===== src/rtl/dm_scroll_feeder_pkg.sv =====
// dm_pkg: shared constants for the 8x8 dot-matrix scroll feeder.
//   - DM_ROWS / DM_COLS / DM_IDX_W : matrix geometry and glyph/column index width
//   - DM_BLANK                     : all pixels off (active-low, so all ones)
//   - GLYPH_*                      : 8 glyphs, active-low, row r = bits [63-8r -: 8],
//                                    bit 7 of each row byte is the leftmost column
//   - dm_glyph()                   : glyph lookup by 3-bit index
package dm_pkg;

  localparam int DM_ROWS  = 8;
  localparam int DM_COLS  = 8;
  localparam int DM_IDX_W = 3;

  localparam logic [63:0] DM_BLANK = {64{1'b1}};

  localparam logic [63:0] GLYPH_HEART   = 64'hFF99_0000_81C3_E7FF;
  localparam logic [63:0] GLYPH_SMILE   = 64'hC3BD_5A7E_5A66_BDC3;
  localparam logic [63:0] GLYPH_ARROW   = 64'hE7F3_0100_01F3_E7FF;
  localparam logic [63:0] GLYPH_HOME    = 64'hE7C3_8100_BDA5_A581;
  localparam logic [63:0] GLYPH_DIAMOND = 64'hE7C3_8100_0081_C3E7;
  localparam logic [63:0] GLYPH_CROSS   = 64'hE7E7_E700_00E7_E7E7;
  localparam logic [63:0] GLYPH_CHECK   = 64'hFFFE_FCF9_7327_8FDF;
  localparam logic [63:0] GLYPH_BOX     = 64'h007E_7E7E_7E7E_7E00;

  function automatic logic [63:0] dm_glyph(input logic [DM_IDX_W-1:0] idx);
    logic [63:0] g;
    case (idx)
      3'd0:    g = GLYPH_HEART;
      3'd1:    g = GLYPH_SMILE;
      3'd2:    g = GLYPH_ARROW;
      3'd3:    g = GLYPH_HOME;
      3'd4:    g = GLYPH_DIAMOND;
      3'd5:    g = GLYPH_CROSS;
      3'd6:    g = GLYPH_CHECK;
      default: g = GLYPH_BOX;
    endcase
    return g;
  endfunction

endpackage


===== src/rtl/dm_scroll_feeder_if.sv =====
// dm_scroll_feeder_if: control/status bundle between the top-level controller,
// the scanner and the scroll feeder.
//   i_En, i_Clr, i_fDone : controls into the feeder
//   o_Data, o_Step, o_Wrap : frame and status pulses out of the feeder
//   o_DbgFrm/o_DbgCol/o_DbgGly : live counter values for observation
// Signalling: there is no valid/ready handshake. i_fDone is an event strobe,
// every cycle it is high (while i_En) counts as one completed frame; o_Step and
// o_Wrap are single-cycle strobes; o_Data is a level that only changes on a step.
interface dm_scroll_feeder_if;
  logic        i_En;
  logic        i_Clr;
  logic        i_fDone;
  logic [63:0] o_Data;
  logic        o_Step;
  logic        o_Wrap;
  logic [31:0] o_DbgFrm;
  logic [2:0]  o_DbgCol;
  logic [2:0]  o_DbgGly;

  modport master (
    output i_En, i_Clr, i_fDone,
    input  o_Data, o_Step, o_Wrap, o_DbgFrm, o_DbgCol, o_DbgGly
  );

  modport slave (
    input  i_En, i_Clr, i_fDone,
    output o_Data, o_Step, o_Wrap, o_DbgFrm, o_DbgCol, o_DbgGly
  );
endinterface


===== src/rtl/dm_scroll_feeder_glyph_rom.sv =====
// dm_glyph_rom: combinational column fetch from the glyph ROM.
//   i_Gly     : glyph index 0..7
//   i_Col     : column index 0..7 (0 = leftmost)
//   o_ColBits : bit r = pixel of row r in that column (active-low)
module dm_glyph_rom
  import dm_pkg::*;
(
  input  logic [2:0] i_Gly,
  input  logic [2:0] i_Col,
  output logic [7:0] o_ColBits
);

  logic [63:0] w_Glyph;
  assign w_Glyph = dm_glyph(i_Gly);

  for (genvar r = 0; r < DM_ROWS; r++) begin : g_row
    logic [7:0] w_Row;
    assign w_Row        = w_Glyph[63-8*r -: 8];
    // Column 0 lives in bit 7 of the row byte.
    assign o_ColBits[r] = w_Row[3'd7 - i_Col];
  end

endmodule


===== src/rtl/dm_scroll_feeder.sv =====
// dm_scroll_feeder: scrolls a circular message of NUM_GLYPHS glyphs (ROM
// indices 0..NUM_GLYPHS-1) leftwards across an 8x8 matrix, one column per
// STEP_FRAMES frame-done events.
//   i_Clk, i_Rst : clock and asynchronous active-high reset
//   bus.i_En     : enable; low freezes all state and ignores i_fDone
//   bus.i_Clr    : synchronous clear to blank window, counters 0 (beats a step)
//   bus.i_fDone  : one event per cycle high
//   bus.o_Data   : registered 64-bit frame, active-low
//   bus.o_Step   : pulse, window shifted this cycle
//   bus.o_Wrap   : pulse, last column of last glyph inserted this cycle
//   bus.o_Dbg*   : frame / column / glyph counters
module dm_scroll_feeder
  import dm_pkg::*;
#(
  parameter int NUM_GLYPHS  = 4,
  parameter int STEP_FRAMES = 1
) (
  input  logic               i_Clk,
  input  logic               i_Rst,
  dm_scroll_feeder_if.slave  bus
);

  localparam int FRM_W = (STEP_FRAMES > 1) ? $clog2(STEP_FRAMES) : 1;
  localparam int GLY_W = (NUM_GLYPHS  > 1) ? $clog2(NUM_GLYPHS)  : 1;

  logic [63:0]      r_Win;
  logic [FRM_W-1:0] r_Frm;
  logic [2:0]       r_Col;
  logic [GLY_W-1:0] r_Gly;
  logic             r_Step;
  logic             r_Wrap;

  logic        w_FrmLast;
  logic        w_ColLast;
  logic        w_GlyLast;
  logic        w_Step;
  logic [7:0]  w_ColBits;
  logic [63:0] w_NextWin;

  // Compare at 32 bits so a narrow counter never aliases a larger limit.
  assign w_FrmLast = (32'(r_Frm) == 32'(STEP_FRAMES - 1));
  assign w_GlyLast = (32'(r_Gly) == 32'(NUM_GLYPHS - 1));
  assign w_ColLast = (r_Col == 3'd7);
  assign w_Step    = bus.i_En & bus.i_fDone & w_FrmLast;

  dm_glyph_rom u_rom (
    .i_Gly     (3'(r_Gly)),
    .i_Col     (r_Col),
    .o_ColBits (w_ColBits)
  );

  // Each row shifts left; the fetched column enters at bit 0 (rightmost).
  for (genvar r = 0; r < DM_ROWS; r++) begin : g_shift
    assign w_NextWin[63-8*r -: 8] = {r_Win[62-8*r -: 7], w_ColBits[r]};
  end

  always_ff @(posedge i_Clk or posedge i_Rst) begin
    if (i_Rst) begin
      r_Win  <= DM_BLANK;
      r_Frm  <= '0;
      r_Col  <= '0;
      r_Gly  <= '0;
      r_Step <= 1'b0;
      r_Wrap <= 1'b0;
    end else begin
      r_Step <= 1'b0;
      r_Wrap <= 1'b0;
      if (bus.i_Clr) begin
        r_Win <= DM_BLANK;
        r_Frm <= '0;
        r_Col <= '0;
        r_Gly <= '0;
      end else if (w_Step) begin
        r_Win  <= w_NextWin;
        r_Frm  <= '0;
        r_Col  <= r_Col + 3'd1;
        if (w_ColLast) begin
          r_Gly <= w_GlyLast ? '0 : r_Gly + 1'b1;
        end
        r_Step <= 1'b1;
        r_Wrap <= w_ColLast & w_GlyLast;
      end else if (bus.i_En & bus.i_fDone) begin
        r_Frm <= r_Frm + 1'b1;
      end
    end
  end

  assign bus.o_Data   = r_Win;
  assign bus.o_Step   = r_Step;
  assign bus.o_Wrap   = r_Wrap;
  assign bus.o_DbgFrm = 32'(r_Frm);
  assign bus.o_DbgCol = r_Col;
  assign bus.o_DbgGly = 3'(r_Gly);

endmodule


===== src/flat_wrapper.sv =====
// flat-port wrapper written by rule: the top's interface ports become plain ports
module dm_scroll_feeder_flat import dm_pkg::*;
#(
  parameter int NUM_GLYPHS  = 4,
  parameter int STEP_FRAMES = 1
)
  (i_Clk, i_Rst, bus_i_En, bus_i_Clr, bus_i_fDone, bus_o_Data, bus_o_Step, bus_o_Wrap, bus_o_DbgFrm, bus_o_DbgCol, bus_o_DbgGly);
  dm_scroll_feeder_if bus_i ();
  input  logic i_Clk;
  input  logic i_Rst;
  input wire logic [$bits(bus_i.i_En)-1:0] bus_i_En;
  input wire logic [$bits(bus_i.i_Clr)-1:0] bus_i_Clr;
  input wire logic [$bits(bus_i.i_fDone)-1:0] bus_i_fDone;
  output wire logic [$bits(bus_i.o_Data)-1:0] bus_o_Data;
  output wire logic [$bits(bus_i.o_Step)-1:0] bus_o_Step;
  output wire logic [$bits(bus_i.o_Wrap)-1:0] bus_o_Wrap;
  output wire logic [$bits(bus_i.o_DbgFrm)-1:0] bus_o_DbgFrm;
  output wire logic [$bits(bus_i.o_DbgCol)-1:0] bus_o_DbgCol;
  output wire logic [$bits(bus_i.o_DbgGly)-1:0] bus_o_DbgGly;
  assign bus_i.i_En = bus_i_En;
  assign bus_i.i_Clr = bus_i_Clr;
  assign bus_i.i_fDone = bus_i_fDone;
  assign bus_o_Data = bus_i.o_Data;
  assign bus_o_Step = bus_i.o_Step;
  assign bus_o_Wrap = bus_i.o_Wrap;
  assign bus_o_DbgFrm = bus_i.o_DbgFrm;
  assign bus_o_DbgCol = bus_i.o_DbgCol;
  assign bus_o_DbgGly = bus_i.o_DbgGly;
  dm_scroll_feeder #(.NUM_GLYPHS(NUM_GLYPHS), .STEP_FRAMES(STEP_FRAMES)) u_core (.i_Clk(i_Clk), .i_Rst(i_Rst), .bus(bus_i));
endmodule

===== config.mk =====
export PLATFORM = sky130hd
export DESIGN_NAME = dm_scroll_feeder_flat
export DESIGN_NICKNAME = d
export VERILOG_FILES = /design/src/rtl/dm_scroll_feeder_pkg.sv /design/src/rtl/dm_scroll_feeder_if.sv /design/src/rtl/dm_scroll_feeder_glyph_rom.sv /design/src/rtl/dm_scroll_feeder.sv /design/src/flat_wrapper.sv
export SDC_FILE = /design/constraint.sdc
export NUM_CORES = 1
export LEC_CHECK = 0
export CORE_ASPECT_RATIO = 0.7
export CORE_MARGIN = 2
export CORE_UTILIZATION = 30
export DETAILED_ROUTE_END_ITERATION = 6
export GPL_ROUTABILITY_DRIVEN = 0
export REMOVE_ABC_BUFFERS = 1
export SKIP_LAST_GASP = 1
export SLEW_MARGIN = 20
export SYNTH_ARGS = -nofsm -noshare
export SYNTH_HDL_FRONTEND = slang
export SYNTH_HIERARCHICAL = 1
export SYNTH_SLANG_ARGS = --single-unit

===== constraint.sdc =====
create_clock -name i_Clk -period 3 [get_ports i_Clk]
set_clock_uncertainty 0.05 [all_clocks]
set_input_delay 0.3 -clock i_Clk [delete_from_list [all_inputs] [get_ports i_Clk]]
set_output_delay 0.3 -clock i_Clk [all_outputs]
set_load 0.005 [all_outputs]

# After elaboration in Yosys (flattened, before gate mapping)
# Cells that the tools add are included.
# totals
out_inout_bits	104
inputBits	5
regBits	72
wordCells	56
# classes
eq_ne	4
n_lt_le_gt_ge	1
bitwise	4
n_mux	32
n_addsub	4
n_reduce_logical	5
# op_table
op	count
case mux 64 bit (4 select lines)	1
two-way mux 64 bit	2
binary-select mux 1 bit (select 3 bit)	8
two-way mux 1 bit	15
two-way mux 2 bit	4
two-way mux 3 bit	2
== test 2 bit (second input constant)	2
less-than comparator 3 x 4 -> 1 bit (second input constant)	1
nonzero test 2 bit	2
adder 3 x 1 -> 3 bit (second input constant)	1
bitwise AND 1 bit	3
== test 3 bit (second input constant)	1
logical NOT 3 bit	1
nonzero test 3 bit	1
subtractor 3 bit (first input constant)	1
adder 2 x 1 -> 2 bit (second input constant)	1
== test 2 x 1 -> 1 bit (second input constant)	1
AND reduction 2 bit	1
adder 1 bit (second input constant)	1
NOT 1 bit	1

# Longest topological paths before layout
# depth
word_depth	6
depth_mapped	8
mapped_depth_nobuf	6

# Cells and area by module
# Netlist, hierarchy kept.
# by_module_without_submodules
mod	seq_area_each_um2	cells_each	instances	area_each_um2
dm_scroll_feeder	1881.8	286	1	3378.2
dm_glyph_rom	0.0	96	1	606.8

# Least setup slack after synthesis
# OpenSTA, ideal clock, no wires.
# synth_timing
path_kind	reg-to-reg
startpoint	reg u_core.r_Col[2], in the netlist u_core/bus.o_DbgCol[2]
endpoint	reg u_core.r_Win[40], in the netlist u_core/bus.o_Data[40]
stages_incl_launch_ff	8
n_path_buf	1
t_arrival_ns	1.585
t_required_ns	2.875
slack_ns	1.290
period_less_slack_ns	1.710
setup_time_ns	0.075
path_cell_list	dfrtp_1 > buf_2 > or4b_1 > a21oi_1 > a311oi_1 > a31oi_1 > nor2_1 > mux2i_1
# synth_between
elab_chain_len	5
# synth_rtl
item	line	source
start: declaration	dm_scroll_feeder.sv:28	logic [2:0] r_Col;
start signal: assignment	dm_scroll_feeder.sv:76	r_Col <= r_Col + 3'd1;
subtractor 3 bit	dm_scroll_feeder_glyph_rom.sv:20	assign o_ColBits[r] = w_Row[3'd7 - i_Col];
binary-select mux 1 bit (select 3 bit)	dm_scroll_feeder_glyph_rom.sv:20	
two-way mux 1 bit (implied by the code)	dm_scroll_feeder_glyph_rom.sv:20	
net u_core.w_ColBits[2]	dm_scroll_feeder.sv:37	logic [7:0] w_ColBits;
two-way mux 64 bit	dm_scroll_feeder.sv:73	end else if (w_Step) begin
two-way mux 64 bit	dm_scroll_feeder.sv:68	if (bus.i_Clr) begin
end signal: assignment	dm_scroll_feeder.sv:74	r_Win <= w_NextWin;
end: declaration	dm_scroll_feeder.sv:26	logic [63:0] r_Win;
# The timed path passes the listed nets, and every way through them passes these cells. The select of a mux whose other input is x is not followed.
# A chain may end at the register's enable or synchronous reset.

# Worst setup path after layout
# layout_timing
startpoint	reg u_core.r_Col[0], in the netlist u_core/bus.o_DbgCol[0]
endpoint	out bus_o_DbgCol[0]
# layout_lines
item	line	source
end: declaration	flat_wrapper.sv:18	output wire logic [$bits(bus_i.o_DbgCol)-1:0] bus_o_DbgCol;
# No word-level cell between the ends.

==> summary.txt <==
Logic synthesis
  – Post-synthesis cell type count: 45
  – Number of synthesized register bits: 72
  – EDFF count, synth: 0
  – Post-synth ARST share: 100%
  – Main flop type after synthesis: dfstp_2
  – Area of the mapped netlist: 3990 um2
  – Mean Syn Cell Area: 10.4 um2
  – Seq/Total Area, Yosys: 47.2%
  – Synthesized instance count: 382
  – Synth warn: 6

Die
  – FP Rows: 35
  – Initial Util: 30.5%
  – Ports: 109
  – Die Wd: 142 um
  – Die Height: 100 um
  – DIE AREA: 14200 um2
  – Core Area: 13100 um2

Setup path
  – Biggest cell delay along the critical path: 900 ps
  – CP cell instances: clkdlybuf4s50_1
  – R2R Setup Slk: 810 ps
  – Worst path buffer plus inverter count: 1
  – Worst setup path end: bus_o_DbgCol[0]
  – Critical path class: reg2out
  – CP startpoint kind: register
  – Critical path's slowest cell: dfrtp_1
  – Arrival time worst endpoint: 1900 ps
  – Critical Path Stages: 1
  – Worst Setup SP: u_core/bus.o_DbgCol[0]
  – Max FO, Critical Path: 29
  – Reg2reg start: u_core/r_Gly[0]
  – Register-to-Register Path Depth: 6
  – CP endpoint kind: output pin
  – WP data required: 2650 ps
  – CP delay by family, top: flip-flops
  – Worst R2R End: u_core/bus.o_Data[40]

Layout
  – Post-layout nets: 454
  – Finished Cell Area: 5090 um2
  – ANT cells: 0
  – Core Util, Final: 39.0%
  – Area growth syn-to-layout: 27.7%
  – Seq. cell area: 1880 um2
  – Filler cells: 1309
  – Layout cells sized above 1: 20.6%
  – Multi-input logic area: 1770 um2

STA
  – Final Hold Fails: 0
  – Worst Max-Slew Pin Slew: 861 ps
  – Fmax: 0.444 GHz
  – RSZ-0062 raised after global routing: false
  – Final TNS setup: 0 ps
  – Period Utilization, post-route: 75.1%
  – Slew Viols, Final: 0
  – Crit path time final: 2250 ps
  – Final Setup Violations: 0
  – Rel. slew slack: 42.6%

GRT
  – Global Route Usage Sum: 12.6%
  – First-pass GRT wire length: 14.0 mm
  – Pin count of the biggest net entering global routing: 48
  – Antenna violations before repair: 0
  – Vias in the first global route: 2657
  – GR Overflow Total: 0

Clock network
  – Clock Tree Buf Depth: 2
  – CTS clk-pin slew, worst paths: 60 ps
  – Clock sinks: 72
  – Root Driver: clkbuf_16
  – Worst-skew pair later-pin latency: 340 ps
  – CTS buffer count: 9
  – Post-CTS Hold Buffers: 0
  – CTS tree: yes
  – Post_cts resized: 0
  – H-tree Lvls: 3
  – # Post-CTS Setup Buffers: 0

Drt
  – Routed WL per cell: 13.9 um
  – Antenna-violating nets left: 0
  – Initial DRC count: 168
  – DRT Wirelength: 8.56 mm
  – Post-route DRC: 0
  – Vias per inst: 4.57
  – Via count: 2822
  – DRT Pass-1 Iters: 4

Outcome
  – Status: finished, final reports clean

Power
  – PD cells: 477 nW/um2
  – Leakage: 2.28 nW
  – Maximum VDD drop: 0.251 mV

Place
  – Dpl hpwl: 5.81 mm
  – Placed instance area: 4730 um2
  – IO buf count: 76

Worst hold path
  – Hold Crit Class: in2async

Job
  – Max-cap violation count: 0
## cells in the mapped netlist (all sizes together), types with 5 or more instances
master | number | area, um2
a211oi | 9 | 67.6
a21oi | 10 | 50.1
buf | 59 | 423
dfrtp | 8 | 200
dfstp | 64 | 1680
inv | 5 | 18.8
mux2i | 69 | 691
nand2 | 6 | 22.5
nand2b | 12 | 75.1
nor2 | 79 | 297
nor2b | 6 | 37.5
o21ai | 7 | 35.0
## how the worst min path moves through the flow
| stage | cells past startpoint | end | slack (ps) |
|---|---|---|---|
| 2_1_floorplan | 1 | u_core/bus.o_Wrap | 310 |
| 3_3_place_gp | 2 | u_core/bus.o_Data[23] | 450 |
| 3_5_place_dp | 2 | u_core/bus.o_Data[23] | 470 |
| 4_1_cts | 2 | u_core/bus.o_Wrap | 360 |
| 5_1_grt | 2 | u_core/bus.o_Step | 410 |
| 6_report | 2 | u_core/bus.o_Wrap | 350 |
## cell type report
type                            instances  area share, %
Clock buffer                           10           4.70
Clock inverter                          6           2.26
Inverter                                5          0.369
Multi-Input combinational cell        276           34.9
Sequential cell                        72           37.0
Tap cell                              166           4.08
Timing Repair Buffer                   82           16.7
## stage by stage
stage / instances / setup WS [ps] / total power (W) / hold slack (ps)
final: 617 / 747 / 0.00243 / 352
after floorplan: 353 / -25.8 / 0.00113 / 312
after global placement: 601 / 875 / 0.00120 / 454
after CTS: 617 / 726 / 0.00247 / 363
after detailed placement: 601 / 843 / 0.00120 / 467
after global routing: 617 / 613 / 0.00255 / 408
## per-layer routing
metal	vias up	GRT usage (%)	share of wire (%)
li1	1359	-	-
met1	1355	18.6	51
met2	99	17.1	41
met3	9	4.96	6.5
met4	0	2.77	0.85
met5	-	0	0
## registers in the layout (all words and copies together) (netlist names)
name                 flops
u_core/bus.o_Wrap        1
u_core/bus.o_DbgCol      3
u_core/bus.o_Data       64
u_core/r_Gly             2
u_core/r_Frm             1
u_core/bus.o_Step        1
## cell usage in the layout (no fill, tap or decap), drive strengths merged, types with 2 or more instances in the layout
cell type,Yosys,layout
a21oi,10,10
o31ai,2,2
mux2i,69,69
clkbuf,3,10
dfrtp,8,8
bufinv,0,3
a221o,3,3
nand2,6,6
nor2,79,79
xor2,2,2
ha,3,3
nor3,2,2
a211oi,9,9
o22ai,2,2
dfstp,64,64
and3b,2,2
clkdlybuf4s50,0,75
nand3,3,3
o21ai,7,7
mux2,3,3
buf,59,7
nor2b,6,6
inv,5,6
nand2b,12,12
xnor2,3,3
a31oi,3,3
conb,1,34
## cells by family (layout without fill, tap and decap cells)
group	count (synthesis)	in the layout	share of synthesized area (%)
buf+inv	67	103	11.4
simple gates	119	119	13.8
fa+ha+maj	3	3	0.942
mux	72	72	18.2
compound gates	43	43	7.28
other cells	1	34	0.0941
xor+xnor	5	5	1.10
flops	72	72	47.2
## report_power, final
| part | internal, W | leakage (nW) | switching, W | total (W) |
|---|---|---|---|---|
| combinational | 0.0000739 | 1.32 | 0.000107 | 0.000180 |
| sequential | 0.000988 | 0.784 | 0.0000156 | 0.00100 |
| clock | 0.000838 | 0.169 | 0.000406 | 0.00124 |
(Power assumes the default switching activity.)
